## src/rtl/l1_miss_handler.sv

```systemverilog
// L1 miss handler: takes the L1 tag lookup result for each coalesced request
// and services one outstanding miss at a time. While a miss is open it stalls
// the memory pipeline and probes the L2 tag unit. It then models the fill
// latency: the L2 delay on an L2 hit, or the DRAM delay on an L2 miss.
// Finally it writes the missing line's tag back into the L1 tag store.
module l1_miss_handler #(
  parameter int ADDR_W     = 32,
  parameter int SEG_W      = 5,
  parameter int LINE_LOG   = 7,
  parameter int L2_DELAY   = 20,
  parameter int DRAM_DELAY = 400,
  parameter int CNT_W      = 10
) (
  input  logic              clk,
  input  logic              reset,
  input  logic              req_valid,
  input  logic [ADDR_W-1:0] req_addr,
  input  logic [SEG_W-1:0]  req_seg,
  input  logic              l1_hit,
  output logic              stall_o,
  output logic              l2_lookup_valid,
  output logic [ADDR_W-1:0] l2_lookup_addr,
  input  logic              l2_resp_valid,
  input  logic              l2_hit,
  output logic              l1_tag_write,
  output logic [ADDR_W-1:0] l1_tag_write_addr,
  output logic              fill_done,
  output logic [SEG_W-1:0]  fill_seg,
  output logic [CNT_W-1:0]  miss_delay
);

  typedef enum logic [2:0] {
    IDLE,
    LOOKUP,
    RESP,
    WAIT,
    FILL
  } state_t;

  // Clears the byte-offset bits so the latched address names a whole line.
  localparam logic [ADDR_W-1:0] LINE_MASK = {{(ADDR_W-LINE_LOG){1'b1}}, {LINE_LOG{1'b0}}};
  // The WAIT countdown runs through zero inclusive, so each load is one
  // below the fill latency it models.
  localparam logic [CNT_W-1:0] L2_LOAD   = CNT_W'(L2_DELAY - 1);
  localparam logic [CNT_W-1:0] DRAM_LOAD = CNT_W'(DRAM_DELAY - 1);
  localparam logic [CNT_W-1:0] CNT_MAX   = '1;

  state_t            state;
  state_t            state_next;
  logic [ADDR_W-1:0] line_addr;
  logic [SEG_W-1:0]  seg_q;
  logic [CNT_W-1:0]  stall_cnt;
  logic [CNT_W-1:0]  dly;
  logic              miss;

  assign miss = req_valid & ~l1_hit;

  // While a miss is open, the latched line address goes to both the L2
  // probe and the L1 tag write.
  assign l2_lookup_addr    = line_addr;
  assign l1_tag_write_addr = line_addr;
  assign miss_delay        = fill_done ? stall_cnt : '0;
  assign fill_seg          = fill_done ? seg_q : '0;

  // State register; a reset in any state abandons an open miss.
  always_ff @(posedge clk) begin
    if (reset) state <= IDLE;
    else       state <= state_next;
  end

  // Next-state and strobe decode; the stall is raised in the miss cycle itself.
  always_comb begin
    state_next      = state;
    stall_o         = 1'b0;
    l2_lookup_valid = 1'b0;
    l1_tag_write    = 1'b0;
    fill_done       = 1'b0;
    case (state)
      IDLE: begin
        if (miss) begin
          stall_o    = 1'b1;
          state_next = LOOKUP;
        end
      end
      LOOKUP: begin
        stall_o         = 1'b1;
        l2_lookup_valid = 1'b1;
        state_next      = RESP;
      end
      RESP: begin
        stall_o = 1'b1;
        if (l2_resp_valid) state_next = WAIT;
      end
      WAIT: begin
        stall_o = 1'b1;
        if (dly == '0) state_next = FILL;
      end
      FILL: begin
        l1_tag_write = 1'b1;
        fill_done    = 1'b1;
        state_next   = IDLE;
      end
      default: state_next = IDLE;
    endcase
  end

  // Miss bookkeeping: latch the line and segment, count stall cycles and run the fill countdown.
  always_ff @(posedge clk) begin
    if (reset) begin
      line_addr <= '0;
      seg_q     <= '0;
      stall_cnt <= '0;
      dly       <= '0;
    end else begin
      case (state)
        IDLE: begin
          if (miss) begin
            line_addr <= req_addr & LINE_MASK;
            seg_q     <= req_seg;
            stall_cnt <= CNT_W'(1);
          end
        end
        LOOKUP: begin
          if (stall_cnt != CNT_MAX) stall_cnt <= stall_cnt + 1'b1;
        end
        RESP: begin
          if (stall_cnt != CNT_MAX) stall_cnt <= stall_cnt + 1'b1;
          if (l2_resp_valid) dly <= l2_hit ? L2_LOAD : DRAM_LOAD;
        end
        WAIT: begin
          if (stall_cnt != CNT_MAX) stall_cnt <= stall_cnt + 1'b1;
          if (dly != '0) dly <= dly - 1'b1;
        end
        default: begin
        end
      endcase
    end
  end

endmodule

```

## config.mk

```make
export PLATFORM = sky130hd
export DESIGN_NAME = l1_miss_handler
export DESIGN_NICKNAME = d
export VERILOG_FILES = /design/src/rtl/l1_miss_handler.sv
export SDC_FILE = /design/constraint.sdc
export NUM_CORES = 1
export LEC_CHECK = 0
export CELL_PAD_IN_SITES_DETAIL_PLACEMENT = 1
export CELL_PAD_IN_SITES_GLOBAL_PLACEMENT = 1
export CORE_MARGIN = 2
export CORE_UTILIZATION = 27
export DETAILED_ROUTE_END_ITERATION = 8
export HOLD_SLACK_MARGIN = 0.02
export PLACE_DENSITY_LB_ADDON = 0.1
export RECOVER_POWER = 50
export SETUP_SLACK_MARGIN = 0.3
export SKIP_CTS_REPAIR_TIMING = 1
export SLEW_MARGIN = 20
export SYNTH_ARGS = -nofsm -noshare
export SYNTH_HDL_FRONTEND = slang
export SYNTH_SLANG_ARGS = --single-unit
```

## constraint.sdc

```tcl
create_clock -name clk -period 1.5 [get_ports clk]
set_input_delay 0.3 -clock clk [delete_from_list [all_inputs] [get_ports clk]]
set_output_delay 0.3 -clock clk [all_outputs]
set_load 0.03 [all_outputs]
```

==> qor.yml, run 1 <==
cts_root_buf: "clkbuf_8"
synth_edf_count: 0
placed_area_sq_um: 4160
setup-tns-final_ns: -2.66
ys_warn_count: 0
crit_required_ns: 1.20
rsz0062_at_grt: "true"
dieArea_sq_um: 11300
avgSynthCellArea_sq_um: 8.11
reg2reg_setup_slack_ns: -0.07
drive_gt1_share_pct: 40.8
die_y_um: 106
drc: 0
area_growth_pct: 54.8
final_util_pct: 42.8
layout.cells.non_filler: 612
syn_inst: 349
final_cell_mix: "buf_4 (65), nand2_1 (64), a21oi_1 (41), dfxtp_1 (32), clkdlybuf4s50_1 (32)"
cts_tree: "done"
clk_pin_slew_worst_paths_ns: 0.10
ys_async_sr_fraction_pct: 0
num_rows: 37
grt_usage_pct: 14.7
grt_pass1_vias: 2675
fmax_mhz: 609
dp_cells: 593
startpoint_type: "flop"
final_common_cell: "buf_4"
finalHoldViolations: 0
fin_ws_ns: -0.142
worstMarginPinSlew_ns: 0.541
antenna_found_initial: 0
ys_types: 47
vias: 2855
max_slew_margin_pct: 63.9
worstSetupPathType: "reg2out"
ant_nets: 0
cts_buffers: 5
clock_path_buffers: 2
seq_area_frac_synth_pct: 37.5
insertedDiodeCount: 0
peakVddDrop_mv: 0.397
leakagePower_uw: 0.00173
cts_sinks: 53
htree_levels: 2
coreArea_sq_um: 10200
crit_fanout: 7
final_nets: 520
clk_latency_ns: 0.32
cap_violations: 0
status: "finished with violations"
dr.pass1.iters: 4
num_io_pins: 126
die_x_um: 106
drv_slew: 0
ys.flop_type: "dfxtp_1"
drt_wl_total_um: 8960
grt_max_degree: 21
grt_pass1_wl_um: 13400
min_path_type: "in2reg"
gp_congestion: 0.814
dp_hpwl_um: 6420
vias_per_cell: 4.67
synth_area_sq_um: 2830
start_util_pct: 27.7
cp-end-kind: "primary output"
grt.overflow.total: 0
setup_viol: 30
final_cell_area_sq_um: 4380
drt_iter0_drc: 83
fin_skew_ns: 0.0155
violations: "setup timing"
fin_crit_sh_pct: 109
p_per_area_nw_per_um2: 936
synth-seq-cells: 53
avgRoutedWirePerCell_um: 14.6
fin_crit_ns: 1.64
port_buffers: 104
arrival_ns: 1.34
-- layer usage --
| layer | vias up | share of wire (%) | GRT usage [%] |
|---|---|---|---|
| met5 | - | 0 | 0 |
| met2 | 81 | 46 | 22.5 |
| li1 | 1427 | - | - |
| met3 | 6 | 4.9 | 2.64 |
| met1 | 1341 | 48 | 21.0 |
| met4 | 0 | 0.81 | 4.04 |
-- cell type report --
class	count	area (sq um)
Fill cell	1226	5850
Multi-Input combinational cell	241	1630
Timing Repair Buffer	170	1370
Sequential cell	53	1100
Tap cell	136	170
Clock buffer	5	68.8
Clock inverter	3	23.8
Inverter	4	17.5
-- kinds of logic after synthesis --
logic type | after synthesis | share of synthesized area (%)
other cells | 1 | 0.133
flops | 53 | 37.5
buf+inv | 68 | 16.0
fa+ha+maj | 2 | 0.884
simple gates | 141 | 25.7
compound gates | 82 | 19.1
mux | 2 | 0.752
-- per-stage QoR --
step	hold slack, ns	power [uW]	worst slack (ns)
floorplan	0.432	2620	0.0272
global placement	0.438	3130	-0.323
detailed placement	0.451	3150	-0.361
CTS	0.410	4060	-0.320
global route	0.452	4340	-0.209
finish	0.431	4100	-0.142
-- power breakdown --
group / internal (uW) / switching, uW
registers: 1510 / 89.3
clock network: 340 / 537
logic: 713 / 911
total: 2560 / 1540
-- worst max-delay path: stages (launching register included) --
cell and delay [ns]:
dfxtp_4 0.38, nor2_4 0.18, buf_6 0.16, and3_4 0.18, buf_6 0.12
-- state kept, by name, indices dropped and copies added, names as in the netlist --
name	cells
stall_cnt	10
seg_q	5
state	3
dly	10
l1_tag_write_addr	25
-- synthesized netlist by cell type, types with 4 or more instances --
cell,n,share of area (%)
nor3_1,9,1.6
buf_4,42,11
nor2_1,8,1.1
dfxtp_1,53,38
a311oi_2,6,3.2
buf_2,7,1.2
nand2_1,65,8.6
and3_1,20,4.4
a21oi_1,44,7.8
nand3_1,5,0.88
clkbuf_1,11,1.5
nand2b_1,6,1.3
a211oi_1,4,1.1
a31oi_1,6,1.3
o211ai_1,5,1.3
nand4_1,4,0.88
inv_1,4,0.53
-- path summary, 6_finish.rpt --
kind / start / end / depth (start not counted)
min: reset / dly[0] / 2
max: state[1] / fill_seg[0] / 4
min reg2reg: seg_q[1] / seg_q[1] / 2
max reg2reg: state[2] / dly[2] / 6
Note: power is estimated with default switching activity, not from simulation.
==> inputs of run 2 (changes only) <==
- ABC_AREA: default -> 1
- CORE_UTILIZATION: 27 -> 26
==> run 2 against run 1 <==
Effect of this change: the flow still finishes with violations (setup timing); die area is 6.1% higher; critical path depth rose by 2; core utilization decreased by 2.1 points; area after synthesis up 2.4%; largest power group unchanged; highest routed layer unchanged.
==> qor.yml, run 2 <==
status: "finished with violations"
violations: "setup timing"
min_path_type: "reg2reg"
crit_top_cell: "nor2_4"
start_util_pct: 26.7  # -0.93 points
whs_endpoint: "seg_q[4]"
drive_gt1_share_pct: 38.6  # -2.1 points
crit_path_max_incr_delay_ns: 0.36  # -0.02 ns
htree_levels: 2  # unchanged
synth_area_leaders: "dfxtp_1 (37%), nor2_1 (11%), buf_4 (11%)"
avgSynthCellArea_sq_um: 6.91  # -15%
fin_crit_sh_pct: 113  # +3.1 points
synth_xor_area_share_pct: 0.907  # +0.91 points
synth-seq-cells: 53  # unchanged
reg2reg_depth: 10  # +4
rsz0062_at_grt: "true"
clock_path_buffers: 2  # unchanged
cts_tree: "done"
grt_max_degree: 37  # +76%
crit_required_ns: 1.20  # about the same
largest_register_ffs: 25  # unchanged
dp_worst_setup_slack_ns: -0.314  # +0.0469 ns
num_io_pins: 126  # unchanged
crit_buf_inv: 3  # +1
vias: 2925  # +2.5%
synth_area_sq_um: 2900  # +2.4%
p_int_uw: 3320  # +30%
grt_usage_pct: 14.3  # -0.35 points
cp-end-kind: "primary output"
ys_async_sr_fraction_pct: 0  # unchanged
antenna_found_initial: 0  # unchanged
num_rows: 38  # +2.7%
synthMuxAreaShare_pct: 0  # -0.75 points
synth_common_cells: "nor2_1 (87), nand2_1 (68), dfxtp_1 (53)"
avgRoutedWirePerCell_um: 13.5  # -8.0%
synth_top_family_by_area: "simple AND/OR/NAND/NOR gates"
drc: 0  # unchanged
peakVddDrop_mv: 0.399  # +0.34%
synthMostInstantiatedCell: "nor2_1"
hold_start: "seg_q[4]"
dieArea_sq_um: 12000  # +6.1%
cap_violations: 0  # unchanged
die_x_um: 110  # +3.0%
drt_iter0_drc: 67  # -19%
gp_congestion: 0.699  # -14%
cpLargestDelayFamily: "simple AND/OR/NAND/NOR gates"
area_growth_pct: 52.4
ys.flop_type: "dfxtp_1"
switching_share_pct: 45.5  # +8.0 points
insertedDiodeCount: 0  # unchanged
ys_types: 30  # -36%
finalHoldViolations: 0  # unchanged
p_clk_share_pct: 14.8  # -6.6 points
drv_slew: 0  # unchanged
startpoint_type: "flop"
fin_crit_ns: 1.69  # +0.0460 ns
synthSimpleGateAreaFrac_pct: 30.7  # +5.1 points
power_frac_seq_pct: 30.2  # -8.8 points
r2r_end: "dly[4]"
final_util_pct: 40.7  # -2.1 points
synth_top_area_share_pct: 36.6  # -0.87 points
crit_fanout: 15  # +8
clk_pin_slew_worst_paths_ns: 0.11  # about the same
p_switching_uw: 2780  # +81%
synth_edf_count: 0  # unchanged
synth_area_leader_cell: "dfxtp_1"
fin_skew_ns: 0.0136  # -0.00183 ns
p_comb_share_pct: 55.0  # +15 points
min_path_cells: 2  # unchanged
synthAdderAreaFrac_pct: 0.864  # -0.021 points
dp_hpwl_um: 6320  # -1.5%
final_common_cell: "nor2_1"
grt_pass1_vias: 2717  # +1.6%
reg2reg_setup_slack_ns: -0.05  # +0.02 ns
fmax_mhz: 592  # -2.7%
cts_buffers: 5  # unchanged
dr.pass1.iters: 4  # unchanged
grt.overflow.total: 0  # unchanged
r2r-start: "dly[0]"
clk_latency_ns: 0.32  # about the same
final_nets: 575  # +11%
setup_viol: 28  # -6.7%
cts_sinks: 53  # unchanged
ant_nets: 0  # unchanged
die_y_um: 110  # +3.0%
syn_inst: 419  # +20%
cts_root_buf: "clkbuf_8"
fin_ws_ns: -0.188  # -0.0460 ns
ys_warn_count: 0  # unchanged
port_buffers: 104  # unchanged
fill_cells: 1361  # +11%
drt_wl_total_um: 9050  # +0.91%
final_cell_mix: "nor2_1 (70), buf_4 (60), nand2_1 (43), clkbuf_1 (35)"
vias_per_cell: 4.36  # -6.6%
grt_pass1_wl_um: 13400  # -0.10%
crit_chain: "nor2_4, inv_2, nor2_4, inv_8, nor2_2, buf_4"
leakagePower_uw: 0.00186  # +7.3%
seq_area_frac_synth_pct: 36.6  # -0.87 points
p_per_area_nw_per_um2: 1380  # +48%
arrival_ns: 1.39  # +0.05 ns
critical_path.slowest_cell: "dfxtp_2"
coreArea_sq_um: 10800  # +6.0%
worstSetupPathType: "reg2out"
synth_compound_area_share_pct: 11.8  # -7.3 points
path_depth: 6  # +2
==> run 2: cell count changes in the layout (fill, tap and decap cells not counted), moves of 13 or more <==
| cell | before | now |
|---|---|---|
| nand2_2 | 0 | 17 |
| a21oi_1 | 41 | 6 |
| nor2_4 | 2 | 17 |
| o21ai_0 | 1 | 26 |
| nand2_4 | 1 | 15 |
| nand2_1 | 64 | 43 |
| a21oi_2 | 2 | 16 |
| buf_6 | 29 | 5 |
| and3_4 | 13 | 0 |
| inv_1 | 2 | 33 |
| nor2_1 | 8 | 70 |
==> run 2: metal layers <==
| metal | vias to the layer above | part of all wire (%) | track usage, % |
|---|---|---|---|
| met5 | - | 0 | 0 |
| met4 | 0 | 1.3 | 4.61 |
| met3 | 8 | 6.6 | 2.67 |
| met1 | 1357 | 45 | 18.5 |
| met2 | 86 | 47 | 24.0 |
| li1 | 1474 | - | - |
==> run 2: per-stage QoR <==
| step | hold slack (ns) | instances | setup TNS [ns] | power [uW] | cell area, sq um |
|---|---|---|---|---|---|
| final | 0.492 | 671 | -3.25 | 6100 | 4420 |
| after global routing | 0.523 | 671 | -6.02 | 6570 | 4420 |
| after CTS | 0.485 | 650 | -14.55 | 5650 | 4190 |
| after detailed placement | 0.470 | 642 | -11.57 | 4730 | 4090 |
| after global placement | 0.459 | 642 | -11.17 | 4660 | 4090 |
| after floorplan | 0.447 | 432 | -0.611 | 3840 | 3120 |
==> run 2: worst max-delay path by stage <==
stage                                  endpoint  startpoint  slack [ns]
after floorplan                     fill_seg[0]    state[0]       -0.08
after global placement    l1_tag_write_addr[17]   req_valid       -0.31
after detailed placement  l1_tag_write_addr[28]   req_valid       -0.31
after CTS                               stall_o   req_valid       -0.30
after global routing              miss_delay[1]    state[0]       -0.29
final                               fill_seg[4]    state[0]       -0.19
==> run 2: area by class of cell <==
| class | count | area [sq um] | share of cell area (%) |
|---|---|---|---|
| clock buffer | 6 | 82.6 | 1.87 |
| clock inverter | 2 | 13.8 | 0.312 |
| inverter | 47 | 189 | 4.28 |
| multi-input combinational | 281 | 1740 | 39.4 |
| sequential | 53 | 1090 | 24.7 |
| tap | 140 | 175 | 3.97 |
| timing repair buffer | 142 | 1120 | 25.4 |
==> run 2: logic make-up after synthesis <==
| group | count (synthesis) |
|---|---|
| xor+xnor | 3 |
| buf+inv | 99 |
| compound gates | 62 |
| flops | 53 |
| other cells | 1 |
| fa+ha+maj | 2 |
| simple gates | 199 |
==> run 2: power by group through the flow <==
| stage | clock (uW) | sequential, uW | combinational, uW |
|---|---|---|---|
| CTS | 951 | 1830 | 2870 |
| floorplan | 0 | 2040 | 1800 |
| finish | 900 | 1840 | 3350 |
| global placement | 0 | 1860 | 2800 |
| global route | 1010 | 1880 | 3690 |
| detailed placement | 0 | 1870 | 2860 |
==> run 2: worst reg2reg max path, cell delays in order (launching register included) <==
cell	delay, ns
dfxtp_2	0.33
inv_2	0.09
ha_4	0.16
nand3_4	0.06
nor2_1	0.24
nand3_2	0.15
nand3_4	0.12
buf_6	0.14
nand2_2	0.05
nand2_2	0.06
nor2_1	0.04
